**src/rtl/instr_encoder_loader.sv**
```systemverilog
// LEGv8 instruction encoder that streams packed words into instruction memory
// at an auto-incrementing byte address, rejecting out-of-range operand fields.
module instr_encoder_loader #(
  parameter int DEPTH  = 64,
  parameter int ADDR_W = 32
) (
  input  logic              i_clk,
  input  logic              i_rst,
  input  logic              i_clear,
  input  logic              i_valid,
  output logic              o_ready,
  input  logic [4:0]        i_id,
  input  logic [4:0]        i_rd,
  input  logic [4:0]        i_rn,
  input  logic [4:0]        i_rm,
  input  logic [31:0]       i_imm,
  input  logic [3:0]        i_cond,
  output logic              o_valid,
  input  logic              i_ready,
  output logic [31:0]       o_instr,
  output logic [ADDR_W-1:0] o_addr,
  output logic              o_err,
  output logic              o_done,
  output logic [ADDR_W-1:0] o_count
);

  typedef enum logic [0:0] {RUN = 1'b0, DONE = 1'b1} state_t;

  localparam logic [ADDR_W-1:0] LAST_ADDR = ADDR_W'(4 * (DEPTH - 1));
  localparam logic [ADDR_W-1:0] ADDR_STEP = ADDR_W'(32'd4);
  localparam logic [ADDR_W-1:0] CNT_STEP  = ADDR_W'(32'd1);

  state_t              state_q;
  logic                valid_q;
  logic [31:0]         instr_q;
  logic [ADDR_W-1:0]   addr_q;
  logic [ADDR_W-1:0]   count_q;
  logic                err_q;
  logic                done_q;

  logic                accept_s;
  logic                complete_s;
  logic                last_s;
  logic                load_s;
  logic [32:0]         enc_s;

  // Returns {legal, word}; immediates are range-checked before truncation.
  function automatic logic [32:0] encode(input logic [4:0] id, input logic [4:0] rd,
                                         input logic [4:0] rn, input logic [4:0] rm,
                                         input logic [31:0] imm, input logic [3:0] cond);
    logic signed [31:0] simm;
    logic               ok;
    logic [31:0]        w;
    logic               ok_d, ok_b, ok_cb;
    simm  = $signed(imm);
    ok    = 1'b1;
    w     = 32'h0000_0000;
    ok_d  = (simm >= -32'sd256) && (simm <= 32'sd255);
    ok_b  = (simm >= -32'sd33554432) && (simm <= 32'sd33554431);
    ok_cb = (simm >= -32'sd262144) && (simm <= 32'sd262143);
    case (id)
      5'd0:  w = {11'b10001011000, rm, 6'd0, rn, rd};
      5'd1:  w = {11'b11001011000, rm, 6'd0, rn, rd};
      5'd2:  w = {11'b10001010000, rm, 6'd0, rn, rd};
      5'd3:  w = {11'b10101010000, rm, 6'd0, rn, rd};
      5'd4:  begin ok = (imm[31:6] == 26'd0); w = {11'b11010011011, 5'd0, imm[5:0], rn, rd}; end
      5'd5:  begin ok = (imm[31:6] == 26'd0); w = {11'b11010011010, 5'd0, imm[5:0], rn, rd}; end
      5'd6:  w = {11'b10101011000, rm, 6'd0, rn, rd};
      5'd7:  w = {11'b11101011000, rm, 6'd0, rn, rd};
      5'd8:  w = {11'b11010110000, 5'd0, 6'd0, rn, 5'd0};
      5'd9:  begin ok = (imm[31:12] == 20'd0); w = {10'b1001000100, imm[11:0], rn, rd}; end
      5'd10: begin ok = (imm[31:12] == 20'd0); w = {10'b1101000100, imm[11:0], rn, rd}; end
      5'd11: begin ok = (imm[31:12] == 20'd0); w = {10'b1111000100, imm[11:0], rn, rd}; end
      5'd12: begin ok = ok_d; w = {11'b11111000000, imm[8:0], 2'b00, rn, rd}; end
      5'd13: begin ok = ok_d; w = {11'b11111000010, imm[8:0], 2'b00, rn, rd}; end
      5'd14: begin ok = ok_b; w = {6'b000101, imm[25:0]}; end
      5'd15: begin ok = ok_b; w = {6'b100101, imm[25:0]}; end
      5'd16: begin ok = ok_cb; w = {8'b01010100, imm[18:0], 1'b0, cond}; end
      5'd17: begin ok = ok_cb; w = {8'b10110100, imm[18:0], rd}; end
      5'd18: begin ok = ok_cb; w = {8'b10110101, imm[18:0], rd}; end
      default: ok = 1'b0;
    endcase
    return {ok, w};
  endfunction

  assign o_ready    = (state_q == RUN) && (!valid_q || i_ready);
  assign accept_s   = i_valid && o_ready;
  assign complete_s = valid_q && i_ready;
  assign last_s     = (addr_q == LAST_ADDR);
  // A word accepted on the cycle memory fills has nowhere to go and is dropped.
  assign load_s     = accept_s && !(complete_s && last_s);
  assign enc_s      = encode(i_id, i_rd, i_rn, i_rm, i_imm, i_cond);

  // Load FSM: handshake, write tracking and registered outputs.
  always_ff @(posedge i_clk) begin
    if (i_rst || i_clear) begin
      state_q <= RUN;
      valid_q <= 1'b0;
      instr_q <= 32'h0000_0000;
      addr_q  <= '0;
      count_q <= '0;
      err_q   <= 1'b0;
      done_q  <= 1'b0;
    end else begin
      err_q <= 1'b0;
      case (state_q)
        RUN: begin
          if (complete_s) begin
            valid_q <= 1'b0;
            addr_q  <= addr_q + ADDR_STEP;
            count_q <= count_q + CNT_STEP;
            if (last_s) begin
              state_q <= DONE;
              done_q  <= 1'b1;
            end
          end
          if (load_s) begin
            if (enc_s[32]) begin
              instr_q <= enc_s[31:0];
              valid_q <= 1'b1;
            end else begin
              err_q <= 1'b1;
            end
          end
        end
        DONE: begin
          valid_q <= 1'b0;
          done_q  <= 1'b1;
        end
        default: begin
          state_q <= RUN;
          valid_q <= 1'b0;
          done_q  <= 1'b0;
        end
      endcase
    end
  end

  assign o_valid = valid_q;
  assign o_instr = instr_q;
  assign o_addr  = addr_q;
  assign o_count = count_q;
  assign o_err   = err_q;
  assign o_done  = done_q;

endmodule
```
**config.mk**
```make
export PLATFORM = sky130hd
export DESIGN_NAME = instr_encoder_loader
export DESIGN_NICKNAME = d
export VERILOG_FILES = /design/src/rtl/instr_encoder_loader.sv
export SDC_FILE = /design/constraint.sdc
export NUM_CORES = 1
export LEC_CHECK = 0
export ABC_AREA = 1
export BUFFER_PORTS_ARGS = -buffer_cell sky130_fd_sc_hd__buf_2
export CORE_MARGIN = 2
export CORE_UTILIZATION = 30
export CTS_CLUSTER_DIAMETER = 60
export DETAILED_ROUTE_END_ITERATION = 8
export HOLD_SLACK_MARGIN = 0.1
export PLACE_DENSITY_LB_ADDON = 0.12
export SETUP_SLACK_MARGIN = 0.3
export SLEW_MARGIN = 0
export SYNTH_ARGS = -nofsm -noshare
export SYNTH_HDL_FRONTEND = slang
export SYNTH_SLANG_ARGS = --single-unit
export TNS_END_PERCENT = 50
```
**constraint.sdc**
```tcl
create_clock -name i_clk -period 5 [get_ports i_clk]
set_input_delay 1 -clock i_clk [delete_from_list [all_inputs] [get_ports i_clk]]
set_output_delay 1 -clock i_clk [all_outputs]
set_load 0.05 [all_outputs]
```
==> impl_metrics.ini <==
[finish]
final_cell_area_um2 = 7320
drive_gt1_share_pct = 18.6
layout_common_cells = nand2_1 (225), buf_2 (158), nor2_1 (150)
multi_input_area_um2 = 3520
num_antenna_cells = 0
layout_commonest_cell = nand2_1
final_nets = 1174
final_cells = 1379
fillers = 2239
regArea_um2 = 1960
syn_to_final_growth_pct = 20.9

[worst_setup_path]
ff2ff_setup_slack_ns = 2.43
end_kind = flip-flop
crit-reg2reg-launch = o_addr[2]
worstPathRequired_ns = 5.24
timing.rr.end = o_instr[29]
crit_fanout = 66
path_class = in -> reg
cp.arrival_ns = 3.28
rr_worst_depth = 10
cp-start-kind = input port

[placement]
port_buffers = 158
dp_hpwl_mm = 15.3
place_congestion = 0.916
place_area_um2 = 7040
place_ws_ns = 1.67
dp_cells = 1365

[clock_tree]
clockBufferDepth = 2
hold_buffers = 0
cts_max_level = 3
cts_tree = done
clkSlewWorstSetupHoldPaths_ns = 0.06
cts.sinks = 98
cts_resized = 0
cts_root_buf = clkbuf_16
clk-insertion-delay-late_ns = 0.35
post_cts_buffers = 0
cts_buffers = 9

[grt]
antenna_found_initial = 0
grt.total_usage_pct = 18.8
first_global_vias = 6134
grt_pass1_wl_mm = 32.8
grt_overflow = 0
grt_max_degree = 67

[timing]
rsz0062_at_grt = false
fin_skew_ns = 0.00788
fmax_mhz = 329
hold_slack_ns = 0.473
setup_slack_ns = 1.96
finalHoldViolCount = 0
fin_crit_ns = 3.04
relSlewSlack_pct = 47.1
slew_viol_final = 0
setup_violations = 0
finalCritPeriodShare_pct = 60.9
tightest_slew_ns = 0.792
fin_tns_setup_ns = 0

[min_path]
hold_depth = 2
hold_class = reg -> reg
min-delay-start = o_instr[16]
hold_end = o_instr[16]

[drt]
viasPerCell = 4.79
drc = 0
wl_mm = 20.2
num_vias = 6605
drt_iter0_markers = 390
drt-wirelength-per-cell_um = 14.7
first_pass_iters = 8
ant_nets = 0

[floorplan]
start_util_pct = 30.8
rows = 51
core_um2 = 19700
die_y_um = 146
die_area_um2 = 21300
die_w_um = 146
io_pins = 161

[synthesis]
yosysSeqAreaShare_pct = 32.4
yosysWarnings = 0
async_reset_ff_share_pct = 0
syn_area_um2 = 6060
synth_flop_cell = dfxtp_1
ys_types = 41
avgSynthCellArea_um2 = 6.23
synth_edf_count = 0
synthCells = 972
synth-seq-cells = 98

[outcome]
outcome = complete, no violations

[power_and_ir_drop]
p_leak_nw = 3.07
powerDensity_nw_per_um2 = 236
ir_worst_vdd_v = 0.000144

[flow_run]
timing.max_cap.violations = 0
state kept, by name (all words and copies together), names as in the netlist:
signal   flops
o_count     32
o_addr      30
o_done       1
state_q      1
o_valid      1
o_err        1
o_instr     32
final cells by class:
type | instances | area share, %
inverter | 110 | 5.64
sequential | 98 | 26.8
tap | 265 | 4.53
clock buffer | 10 | 3.13
clock inverter | 4 | 0.735
timing repair buffer | 161 | 11.1
multi-input combinational | 731 | 48.1
routing by layer:
layer	part of all wire, %	track usage (%)
met1	51	28.0
met2	43	28.1
met3	4.5	3.44
met4	1.1	4.42
met5	0	0
synthesized netlist by cell type, types with 9 or more instances:
master | number | area share [%]
nor3_1 | 46 | 3.8
nor2_1 | 152 | 9.4
nand2_1 | 225 | 14
nand3_1 | 64 | 5.3
dfxtp_1 | 98 | 32
inv_2 | 9 | 0.56
inv_1 | 101 | 6.3
o22ai_1 | 13 | 1.3
nand3_2 | 11 | 1.8
clkbuf_1 | 12 | 0.74
a21oi_1 | 89 | 7.4
nand4_1 | 23 | 2.4
xor2_1 | 17 | 2.5
o21ai_0 | 32 | 2.6
how the worst max path moves through the flow:
| stage | slack [ns] | cells past startpoint | end | startpoint |
|---|---|---|---|---|
| 6_report | 1.96 | 13 | o_instr[11] | i_id[3] |
| 5_1_grt | 1.72 | 13 | o_instr[12] | i_id[3] |
| 4_1_cts | 2.03 | 13 | o_instr[11] | i_id[3] |
| 3_5_place_dp | 1.67 | 13 | o_instr[11] | i_id[3] |
| 3_3_place_gp | 1.68 | 13 | o_instr[10] | i_id[3] |
| 2_1_floorplan | 2.17 | 8 | o_instr[0] | i_ready |
critical path, stage by stage:
cell	delay, ns
buf_2	0.11
nand2_1	0.08
nor2_1	0.17
nand2_1	0.36
inv_2	0.36
nand3_1	0.12
o21ai_1	0.09
nor2_1	0.07
nand3_2	0.05
buf_4	0.55
nand3_1	0.16
nand2_1	0.10
nor2_1	0.04
report_power, final:
group / switching [W] / internal (W)
logic: 0.000169 / 0.0000696
clock network: 0.000309 / 0.000385
registers: 0.00000486 / 0.000788
metrics by stage:
| stage | utilization (%) | power [W] |
|---|---|---|
| after global routing | 37.2 | 0.00182 |
| after detailed placement | 35.8 | 0.00105 |
| after floorplan | - | 0.000977 |
| final | 37.2 | 0.00173 |
| after global placement | 35.8 | 0.00105 |
| after CTS | 37.2 | 0.00176 |
kinds of logic (layout without fill, tap and decap cells):
logic type	after synthesis	after routing	synth area share (%)
and+or+nand+nor	547	547	39.7
AOI/OAI and AO/OA	157	157	14.3
buffers and inverters	144	285	9.83
DFF	98	98	32.4
xor gates and xnor gates	23	23	3.33
adders and majority gates	2	2	0.413
other	1	2	0.0619
Power figures use the tool's default switching activity.
